## src/rtl/gpr_wb_queue.sv

```systemverilog
`default_nettype none
// ============================================================================
//  Module      : gpr_wb_queue
//  Description : Write-back queue for the GPR file's single write port.
//                Accepts writes from the load path (priority) and the ALU
//                path, buffers them in a small FIFO and drains one per cycle
//                onto the registered WE/WeSel/WData port. It also exports a
//                per-register pending mask for read-after-write stalls.
//  Revision    : 1.0  - initial release
// ============================================================================
module gpr_wb_queue #(
    parameter int DEPTH = 4
) (
    input  logic                         clk,
    input  logic                         rst,
    input  logic                         alu_valid,
    output logic                         alu_ready,
    input  logic [4:0]                   alu_sel,
    input  logic [31:0]                  alu_data,
    input  logic                         mem_valid,
    output logic                         mem_ready,
    input  logic [4:0]                   mem_sel,
    input  logic [31:0]                  mem_data,
    input  logic                         wb_stall,
    output logic                         WE,
    output logic [4:0]                   WeSel,
    output logic [31:0]                  WData,
    output logic [31:0]                  pending,
    output logic [$clog2(DEPTH+1)-1:0]   count
);

    localparam int c_ADDR_W = (DEPTH > 1) ? $clog2(DEPTH) : 1;
    localparam int c_CNT_W  = $clog2(DEPTH + 1);

    // FIFO storage and pointers
    logic [4:0]          r_sel_mem  [DEPTH];
    logic [31:0]         r_data_mem [DEPTH];
    logic [c_ADDR_W-1:0] r_head;
    logic [c_ADDR_W-1:0] r_tail;
    logic [c_CNT_W-1:0]  r_count;

    // Register-file port registers
    logic                r_we;
    logic [4:0]          r_wesel;
    logic [31:0]         r_wdata;

    // Handshake and datapath wires
    logic                w_full;
    logic                w_mem_fire;
    logic                w_alu_fire;
    logic [4:0]          w_push_sel;
    logic [31:0]         w_push_data;
    logic                w_push;
    logic                w_pop;
    logic [31:0]         w_pending;

    // Ready depends only on occupancy, never on the pop of the same cycle.
    assign w_full      = (r_count == c_CNT_W'(DEPTH));
    assign mem_ready   = !w_full && !rst;
    assign alu_ready   = !w_full && !mem_valid && !rst;

    assign w_mem_fire  = mem_valid && mem_ready;
    assign w_alu_fire  = alu_valid && alu_ready;
    assign w_push_sel  = w_mem_fire ? mem_sel  : alu_sel;
    assign w_push_data = w_mem_fire ? mem_data : alu_data;

    // Writes to r0 complete their handshake but are dropped here.
    assign w_push      = (w_mem_fire || w_alu_fire) && (w_push_sel != 5'd0);
    assign w_pop       = !wb_stall && (r_count != '0);

    // Entry payload write; occupancy tracking makes a reset of this array unnecessary.
    always_ff @(posedge clk) begin
        if (w_push) begin
            r_sel_mem[r_tail]  <= w_push_sel;
            r_data_mem[r_tail] <= w_push_data;
        end
    end

    // Head/tail pointers wrap naturally at the power-of-two depth; count tracks occupancy.
    always_ff @(posedge clk or posedge rst) begin
        if (rst) begin
            r_head  <= '0;
            r_tail  <= '0;
            r_count <= '0;
        end else begin
            if (w_push) begin
                r_tail <= r_tail + c_ADDR_W'(1);
            end
            if (w_pop) begin
                r_head <= r_head + c_ADDR_W'(1);
            end
            if (w_push && !w_pop) begin
                r_count <= r_count + c_CNT_W'(1);
            end else if (!w_push && w_pop) begin
                r_count <= r_count - c_CNT_W'(1);
            end
        end
    end

    // Drain the head entry onto the write port; select and data hold while idle.
    always_ff @(posedge clk or posedge rst) begin
        if (rst) begin
            r_we    <= 1'b0;
            r_wesel <= 5'd0;
            r_wdata <= 32'd0;
        end else begin
            r_we <= w_pop;
            if (w_pop) begin
                r_wesel <= r_sel_mem[r_head];
                r_wdata <= r_data_mem[r_head];
            end
        end
    end

    // Pending mask: every occupied entry plus the write currently on the port.
    always_comb begin
        logic [c_ADDR_W-1:0] v_off;
        w_pending = 32'd0;
        v_off     = '0;
        for (int i = 0; i < DEPTH; i++) begin
            // Distance of slot i from head; slots closer than count are occupied.
            v_off = c_ADDR_W'(i) - r_head;
            if (c_CNT_W'(v_off) < r_count) begin
                w_pending = w_pending | (32'd1 << r_sel_mem[i]);
            end
        end
        if (r_we) begin
            w_pending = w_pending | (32'd1 << r_wesel);
        end
        w_pending[0] = 1'b0;
    end

    assign WE      = r_we;
    assign WeSel   = r_wesel;
    assign WData   = r_wdata;
    assign pending = w_pending;
    assign count   = r_count;

endmodule
`default_nettype wire

```

## config.mk

```make
export PLATFORM = sky130hd
export DESIGN_NAME = gpr_wb_queue
export DESIGN_NICKNAME = d
export VERILOG_FILES = /design/src/rtl/gpr_wb_queue.sv
export SDC_FILE = /design/constraint.sdc
export NUM_CORES = 1
export LEC_CHECK = 0
export BUFFER_PORTS_ARGS = -buffer_cell sky130_fd_sc_hd__buf_2
export CELL_PAD_IN_SITES_DETAIL_PLACEMENT = 1
export CELL_PAD_IN_SITES_GLOBAL_PLACEMENT = 1
export CORE_MARGIN = 10
export CORE_UTILIZATION = 45
export DETAILED_ROUTE_END_ITERATION = 8
export PLACE_DENSITY_LB_ADDON = 0.1
export REMOVE_ABC_BUFFERS = 1
export SYNTH_ARGS = -nofsm -noshare
export SYNTH_HDL_FRONTEND = slang
export SYNTH_SLANG_ARGS = --single-unit
```

## constraint.sdc

```tcl
create_clock -name clk -period 6 [get_ports clk]
set_input_delay 0.9 -clock clk [delete_from_list [all_inputs] [get_ports clk]]
set_output_delay 0.9 -clock clk [all_outputs]
set_load 0.05 [all_outputs]
```

==> flow_metrics.tcl, run 1 <==
set metrics [dict create \
    grt_overflow_total 0 \
    layoutNonFillerInstCount 1079 \
    fmax_mhz 247.2 \
    synth.distinct_cells 44 \
    grt_pass1_vias 6965 \
    p_leak_uw 0.004154 \
    arrival_ns 3.14 \
    crit_fanout 40 \
    num_antenna_cells 0 \
    hpwl_mm 18.56 \
    route.top_layer_used "met4" \
    r2r-start "count[2]" \
    grt_usage 0.2018 \
    dr.pass1.iters 5 \
    dieArea_um2 26980 \
    post-place-ws_ns 2.373 \
    slowest_delay_ns 0.56 \
    finalSetupViolations 0 \
    maxSlewViolCount 0 \
    grt_pass1_wl_mm 41.57 \
    cts_repair_resize_count 0 \
    dpl_cell_area_um2 10360 \
    grt_max_degree 46 \
    synth_edf_count 148 \
    route.vias.total 6202 \
    worst-setup-path-type "register to primary output" \
    clk_latency_ns 0.44 \
    slew_headroom 0.2662 \
    worstSetupStartpointType "register" \
    ys_seq_area_frac 0.5947 \
    die_h_um 164.3 \
    synthCells 646 \
    antenna_found_initial 0 \
    cts_setup_buffers 0 \
    clk_pin_slew_ns 0.08 \
    ys_ff_latch 193 \
    cp_slowest_cell "and3b_1" \
    hold_path_end "WData[22]" \
    hp-start "WData[22]" \
    synth_area_um2 9366 \
    worstSetupEndpointType "primary output" \
    drt_iter0_markers 417 \
    synth-async-reset-ratio 0.2332 \
    r2r_setup_slack_ns 3.32 \
    power.density_nw_per_um2 516.4 \
    worst_slack_ns 1.955 \
    path_buf_inv 3 \
    total_power_uw 5674 \
    gp_congestion 0.9141 \
    reg2regPathDepth 4 \
    hp-class "register to register" \
    syn_avg_cell_area_um2 14.50 \
    die_x_um 164.3 \
    ios 154 \
    start_util 0.4599 \
    dp.cells 1047 \
    worst_pin_slew_ns 1.101 \
    cts_buffers 17 \
    dr_wl_met2_mm 13.48 \
    route.detailed.drc 0 \
    clockRootBuffer "clkbuf_16" \
    met3_wirelength_mm 1.270 \
    cts_buffer_depth 2 \
    ant_nets 0 \
    cp_top_family "buffers and inverters" \
    cts_hold_buf 0 \
    synthFlopType "edfxtp_1" \
    yosys_warnings 0 \
    htreeDepth 4 \
    peakVddDrop_mv 0.2615 \
    drive_gt1_frac 0.3980 \
    layout_min_cycle_time_ns 4.045 \
    setup_tns_ns 0 \
    cts_tree "built" \
    area_growth_pct 17.30 \
    final_nets 885 \
    crit_required_ns 5.10 \
    core_area_um2 20360 \
    wirelength_mm 26.87 \
    viasPerCell 5.748 \
    fin_skew_ns 0.01747 \
    rsz0062_at_grt "no" \
    timing.rr.end "r_sel_mem[0][3]" \
    wl_met1_mm 11.69 \
    outcome "finished, final reports clean" \
    io_buffer_count 152 \
    hold_viol 0 \
    fill_cells 2061 \
    wl_per_cell_um 24.91 \
    rows 52 \
    maxCapViolations 0 \
    final.period_utilization 0.6741 \
    hold_depth 1 \
    cts.sinks 193 \
    crit_chain "buf_4, inv_1, ha_1, a211o_1, and3b_1, nand2_1, o211ai_1, buf_2" \
    fin_area_um2 10990 \
]
## cell usage after synthesis, types with 2 or more instances
master,n,share of area
ha_1,9,0.012
inv_1,11,0.0044
o32a_1,2,0.0021
xnor2_1,4,0.0037
buf_6,4,0.0048
a22oi_1,30,0.024
clkbuf_1,5,0.0020
a211o_1,2,0.0019
buf_2,14,0.0075
mux2_4,30,0.048
edfxtp_1,148,0.47
nand2b_1,20,0.013
and2_1,6,0.0040
or4_1,2,0.0016
nand2_1,35,0.014
dfrtp_1,45,0.12
a31oi_1,8,0.0053
nor4_1,3,0.0020
nor3_1,23,0.012
a211oi_4,4,0.0085
o21ai_1,2,0.0011
nand3_1,29,0.015
o211ai_1,5,0.0040
nor2b_1,8,0.0053
mux2_2,45,0.054
nor2_1,65,0.026
nand3b_1,5,0.0040
or3b_2,4,0.0037
buf_4,5,0.0040
xor2_1,3,0.0028
o211a_1,2,0.0021
mux4_2,37,0.089
a21oi_1,20,0.011
## state kept, by name, indices dropped and copies added, names as in the netlist
signal,count
WData,32
WE,1
WeSel,5
count,3
r_data_mem,128
r_head,2
r_sel_mem,20
r_tail,2
## cell type report
type	count	area, um^2	share of cell area
flip-flops and latches	193	5573	0.5072
multi-input cells	414	3597	0.3274
repair buffers	159	813.3	0.07402
clock buffers	17	425.4	0.03872
well taps	270	337.8	0.03075
clock inverters	15	198.9	0.01811
inverters	11	41.29	0.003758
## worst max-delay path by stage
| stage | startpoint | end | slack, ns | cells after the start |
|---|---|---|---|---|
| global placement | r_head[1] | pending[22] | 2.39 | 8 |
| finish | r_head[1] | pending[28] | 1.96 | 8 |
| global route | r_head[1] | pending[20] | 1.69 | 8 |
| CTS | r_head[1] | pending[20] | 1.89 | 8 |
| floorplan | r_head[0] | pending[20] | 1.57 | 6 |
| detailed placement | r_head[1] | pending[20] | 2.37 | 8 |
## stage by stage
step | hold WS (ns) | utilization
finish | 0.5042 | 0.5395
global route | 0.5308 | 0.5395
CTS | 0.5087 | 0.5395
detailed placement | 0.4907 | 0.5088
global placement | 0.4858 | 0.5088
floorplan | 0.5116 | -
## routing by layer
layer,track usage,vias to the layer above
li1,-,2773
met5,0,-
met2,0.3425,196
met4,0.05443,0
met3,0.04205,33
met1,0.2568,3200
## where the power goes
part,total [uW],switching [uW],internal [uW]
Sequential,1990,219,1770
Combinational,2520,1700,816
Clock,1160,587,577
Total,5670,2510,3160
## cell usage in the layout (no fill, tap or decap), types with 9 or more instances in the layout
cell	instances
a21oi_1	20
a22oi_1	30
buf_2	152
clkbuf_16	17
dfrtp_1	43
edfxtp_1	148
ha_1	9
inv_1	10
mux2_2	45
mux2_4	30
mux4_2	37
nand2_1	35
nand2b_1	20
nand3_1	29
nor2_1	64
nor3_1	23
## logic make-up (layout without fill, tap and decap cells)
family / count (synthesis) / count (layout) / synth area share
and+or+nand+nor: 205 / 205 / 0.1065
DFF: 193 / 193 / 0.5947
muxes: 113 / 113 / 0.1924
AOI/OAI and AO/OA: 78 / 78 / 0.06265
buffers and inverters: 39 / 202 / 0.02271
adders and majority gates: 10 / 10 / 0.01416
xor gates and xnor gates: 7 / 7 / 0.006546
other: 1 / 1 / 0.0004004
## worst register-to-register path: stages (launching register included)
cell      delay [ns]
dfrtp_1         0.52
nor3b_2         0.24
nor2_1          0.17
a21boi_2        0.39
and2_2          0.94
Power figures use the tool's default switching activity.
==> run 2, diff against run 1 <==
- ABC_AREA: default -> 1
- CORE_UTILIZATION: 45 -> 40
- clock period: 6 -> 3.7 ns (I/O delays scaled with it)
==> run 2 against run 1 <==
Net effect:
- wire length increased by 10%
- highest routed layer unchanged
- count of clock-buffer cells in the layout increased by 1
- final area increased by 2.8%
- critical path type unchanged
==> flow_metrics.tcl, run 2 <==
set metrics [dict create \
    outcome "finished, final reports clean" \
    cts_hold_buf 0 \
    synthTopCellsByCount "310 x nand2_1, 148 x edfxtp_1, 71 x nand4_1, 71 x nor2_1, 63 x inv_1" \
    hold_viol 0 \
    ff_latch_area_um2 5570 \
    grt_pass1_wl_mm 46.36 \
    synth.distinct_cells 43 \
    crit_required_ns 3.14 \
    wirelength_mm 29.64 \
    final.period_utilization 0.9408 \
    slowest_delay_ns 0.50 \
    worst_pin_slew_ns 0.8942 \
    final_nets 1205 \
    synth_edf_count 148 \
    wl_per_cell_um 20.47 \
    reg2regPathDepth 13 \
    maxCapViolations 0 \
    startpoint "r_head[0]" \
    crit_chain "nand2_2, inv_1, nor2_1, ha_1, nand2_1, nand2_1, nand2_2, nand2_2, inv_1, nand2_1, o21ai_1, a21oi_1, nand2_1, buf_2" \
    synthCells 976 \
    power.density_nw_per_um2 810.5 \
    worstSetupStartpointType "register" \
    clockRootBuffer "clkbuf_16" \
    cpMostUsedCell "nand2_1" \
    slew_headroom 0.4039 \
    yosysTopAreaCellShare 0.4669 \
    clk_latency_ns 0.43 \
    fin_skew_ns 0.01315 \
    worst_slack_ns 0.2190 \
    hpwl_mm 20.91 \
    ys_ff_latch 193 \
    maxSlewViolCount 0 \
    cp_slowest_cell "dfrtp_1" \
    syn_avg_cell_area_um2 9.753 \
    ios 154 \
    antenna_found_initial 0 \
    ys_seq_area_frac 0.5852 \
    synthFlopType "edfxtp_1" \
    fin_hold_ws_ns 0.4699 \
    arrival_ns 2.93 \
    route.vias.total 7847 \
    num_antenna_cells 0 \
    hold_depth 2 \
    cts_buffers 17 \
    grt_usage 0.1929 \
    area_growth_pct 18.64 \
    synth_area_um2 9519 \
    cts_tree "built" \
    post-place-ws_ns 0.6071 \
    drive_gt1_frac 0.2276 \
    worst-setup-path-type "register to primary output" \
    clk_pin_slew_ns 0.08 \
    p_leak_uw 0.004672 \
    crit_fanout 10 \
    htreeDepth 4 \
    r2r-start "count[0]" \
    synth_area_leaders "edfxtp_1 47%, nand2_1 12%, dfrtp_1 12%" \
    multi_input_area_um2 3505 \
    synth.most_common_cell "nand2_1" \
    mostFrequentLayoutCells "309 x nand2_1, 151 x buf_2, 148 x edfxtp_1, 71 x nand4_1, 66 x nor2_1" \
    layout_commonest_cell "nand2_1" \
    core_area_um2 23470 \
    cts_buffer_depth 2 \
    peakVddDrop_mv 0.3007 \
    worstSetupEndpointType "primary output" \
    largest_register_ffs 128 \
    viasPerCell 5.419 \
    start_util 0.4055 \
    fill_cells 2704 \
    grt_overflow_total 0 \
    die_x_um 174.3 \
    io_buffer_count 152 \
    yosys_warnings 0 \
    ant_nets 0 \
    yosysTopAreaCell "edfxtp_1" \
    dieArea_um2 30370 \
    synth-async-reset-ratio 0.2332 \
    hp-class "input port to register" \
    grt_pass1_vias 8302 \
    cts.sinks 193 \
    hp-start "mem_data[8]" \
    fmax_mhz 287.3 \
    grt_max_degree 47 \
    drt_iter0_markers 670 \
    layout_min_cycle_time_ns 3.481 \
    regMostFlops "r_data_mem" \
    dr.pass1.iters 5 \
    die_h_um 174.3 \
    rows 56 \
    gp_congestion 0.9623 \
    finalSetupViolations 0 \
    rsz0062_at_grt "no" \
    route.detailed.drc 0 \
]
run 2: final cells by class:
cell class / count / share of cell area
timing repair buffer: 168 / 0.08265
inverter: 73 / 0.02426
tap: 319 / 0.03534
clock buffer: 18 / 0.03800
clock inverter: 14 / 0.01618
multi-input combinational: 663 / 0.3103
sequential: 193 / 0.4932
run 2: routing by layer:
metal | GRT usage | vias to the layer above | wire (um)
li1 | - | 3665 | -
met1 | 0.2371 | 3868 | 12850
met2 | 0.3324 | 264 | 14510
met3 | 0.03380 | 50 | 1463
met4 | 0.06983 | 0 | 809
met5 | 0 | - | 0
run 2: timing repair:
action	4_1_cts	5_1_grt
setup buffers	0	0
resized for setup	0	1
endpoints found under the setup margin	0	6
run 2: worst max-delay path, delay by kind of cell, from the launching register on:
| kind | cells | cell delay, ns |
|---|---|---|
| compound gates | 2 | 0.16 |
| simple gates | 8 | 1.01 |
| flops | 1 | 0.50 |
| buf+inv | 3 | 0.55 |
| fa+ha+maj | 1 | 0.26 |
run 2: report_power, final:
group / switching, uW / total (uW) / leakage [uW] / internal, uW
sequential: 355 / 3230 / 0.00190 / 2880
clock: 914 / 1840 / 0.000296 / 926
combinational: 3120 / 4080 / 0.00247 / 965
total: 4380 / 9150 / 0.00467 / 4770
run 2: cells by family (layout without fill, tap and decap cells):
| family | after synthesis | after routing | share of synthesized area |
|---|---|---|---|
| AND/OR/NAND/NOR | 545 | 545 | 0.2547 |
| flip-flops | 193 | 193 | 0.5852 |
| buffers and inverters | 120 | 273 | 0.05310 |
| AO/OA/AOI/OAI | 72 | 72 | 0.05205 |
| multiplexers | 32 | 32 | 0.03786 |
| adder cells (fa/ha/maj) | 10 | 10 | 0.01393 |
| XOR/XNOR | 3 | 3 | 0.002761 |
| other | 1 | 1 | 0.0003939 |
run 2: metrics by stage:
stage          instances  total power (uW)  setup TNS (ns)  utilization  cell area [um^2]
4_1_cts             1448              9252               0       0.4810             11290
3_5_place_dp        1416              7391               0       0.4550             10680
2_1_floorplan        929              5951         -166.93            -              9288
3_3_place_gp        1416              7335               0       0.4550             10680
5_1_grt             1448              9698               0       0.4811             11290
6_report            1448              9153               0       0.4811             11290
run 2: final timing paths:
check / endpoint / slack [ns]
min in group asynchronous: WData[28] / 0.52
max reg2reg: count[1] / 0.94
min reg2reg: WData[24] / 0.48
max: pending[15] / 0.22
max in group asynchronous: WData[24] / 2.73
min: r_data_mem[2][8] / 0.47
==> run 3, diff against run 2 <==
- SETUP_SLACK_MARGIN: default -> 0.5
==> run 3 against run 2 <==
Net effect:
- sequential share of layout area fell by 0.87 points
- largest power group unchanged
- via count is 1.1% higher
- count of clock-buffer cells in the layout unchanged
- largest cell class unchanged
- register-to-register slack is essentially flat
==> flow_metrics.tcl, run 3 (synthesis results as in run 2) <==
set metrics [dict create \
    final.period_utilization 0.8344 \
    final_util 0.4901 \
    fin_area_um2 11500 \
    hpwl_mm 20.91 \
    mostFrequentLayoutCells "308 x nand2_1, 148 x edfxtp_1, 133 x buf_2, 71 x nand4_1, 64 x nor2_1" \
    cts_buffer_depth 2 \
    worst-setup-path-type "register to primary output" \
    route.vias.total 7932 \
    largest_register_ffs 128 \
    io_buffer_count 152 \
    cts_buffers 17 \
    area_growth_pct 20.85 \
    worstSetupStartpointType "register" \
    die_x_um 174.3 \
    ant_nets 0 \
    worstSetupEndpointType "primary output" \
    route.detailed.drc 0 \
    rows 56 \
    wl_per_cell_um 20.50 \
    antenna_found_initial 0 \
    start_util 0.4055 \
    fmax_mhz 323.9 \
    grt_pass1_vias 8359 \
    drt_iter0_markers 699 \
    grt_overflow_total 0 \
    crit_fanout 8 \
    grt_max_degree 47 \
    maxSlewViolCount 0 \
    maxCapViolations 0 \
    crit_required_ns 3.14 \
    wirelength_mm 29.88 \
    final_nets 1215 \
    p_leak_uw 0.004737 \
    peakVddDrop_mv 0.3006 \
    worst_pin_slew_ns 0.9214 \
    layout_commonest_cell "nand2_1" \
    viasPerCell 5.440 \
    slew_headroom 0.3857 \
    grt_pass1_wl_mm 46.67 \
    clk_latency_ns 0.43 \
    htreeDepth 4 \
    dpl_cell_area_um2 10680 \
    hold_viol 0 \
    finalSetupViolations 0 \
    core_area_um2 23470 \
    cts_hold_buf 0 \
    ios 154 \
    power.density_nw_per_um2 817.7 \
    fill_cells 2688 \
    outcome "finished, final reports clean" \
    fin_skew_ns 0.01115 \
    setup_tns_ns 0 \
    gp_congestion 0.9623 \
    layout_min_cycle_time_ns 3.087 \
    die_h_um 174.3 \
    hp-class "input port to register" \
    arrival_ns 2.53 \
    rsz0062_at_grt "yes" \
    regMostFlops "r_data_mem" \
    grt_usage 0.1940 \
    cts.sinks 193 \
    dieArea_um2 30370 \
    clk_pin_slew_ns 0.08 \
    num_antenna_cells 0 \
    drive_gt1_frac 0.2432 \
    clockRootBuffer "clkbuf_16" \
    dr.pass1.iters 5 \
    cts_tree "built" \
]
-- run 3: critical path, stage by stage (launching register included) --
cell,delay [ns]
dfrtp_2,0.45
buf_4,0.15
nor2_4,0.11
nor2_2,0.06
ha_1,0.26
nand2_1,0.05
nand2_1,0.10
nand2_4,0.13
nand2_8,0.14
inv_2,0.08
nand2_1,0.06
o21ai_1,0.07
a21oi_1,0.16
nand2_1,0.12
buf_6,0.17
-- run 3: report_power, final --
part           total [uW]  switching (uW)  internal [uW]
Combinational        4340            3210           1130
Sequential           3230             345           2880
Clock                1840             913            927
-- run 3: layout make-up --
type	count	area, um^2	area share
sequential	193	5574	0.4846
multi-input combinational	663	3561	0.3096
timing repair buffer	178	1076	0.09354
clock buffer	18	429.2	0.03731
tap	319	399.1	0.03470
inverter	73	281.5	0.02447
clock inverter	14	182.7	0.01588
-- run 3: routing by layer --
metal | global-route usage | up-vias | part of all wire
li1 | - | 3685 | -
met1 | 0.2387 | 3915 | 0.43
met2 | 0.3338 | 281 | 0.49
met3 | 0.03250 | 51 | 0.048
met4 | 0.07232 | 0 | 0.029
met5 | 0 | - | 0
-- run 3: timing repair --
action / 4_1_cts / 5_1_grt
pin swaps: 2 / 5
resized for setup: 18 / 33
endpoints found under the setup margin: 31 / 31
setup buffers: 6 / 4
-- run 3: per-stage QoR --
step / std cells / power (uW) / worst slack, ns / hold WS (ns)
6_report: 1458 / 9406 / 0.6126 / 0.4727
5_1_grt: 1458 / 9959 / 0.4576 / 0.4657
4_1_cts: 1454 / 9357 / 0.5286 / 0.4512
3_5_place_dp: 1416 / 7391 / 0.6071 / 0.4602
3_3_place_gp: 1416 / 7335 / 0.6453 / 0.4593
2_1_floorplan: 929 / 5951 / -1.049 / 0.4923
-- run 3: path summary, 6_finish.rpt --
path                        startpoint                to  slack (ns)  cells after the start
min reg2reg                  WData[24]         WData[24]        0.48                      2
max reg2reg                   count[0]          count[1]        0.94                     13
min                        mem_data[6]  r_data_mem[0][6]        0.47                      2
max                          r_head[0]       pending[15]        0.61                     14
max in group asynchronous          rst          count[1]        2.69                      3
min in group asynchronous          rst         WData[28]        0.53                      3
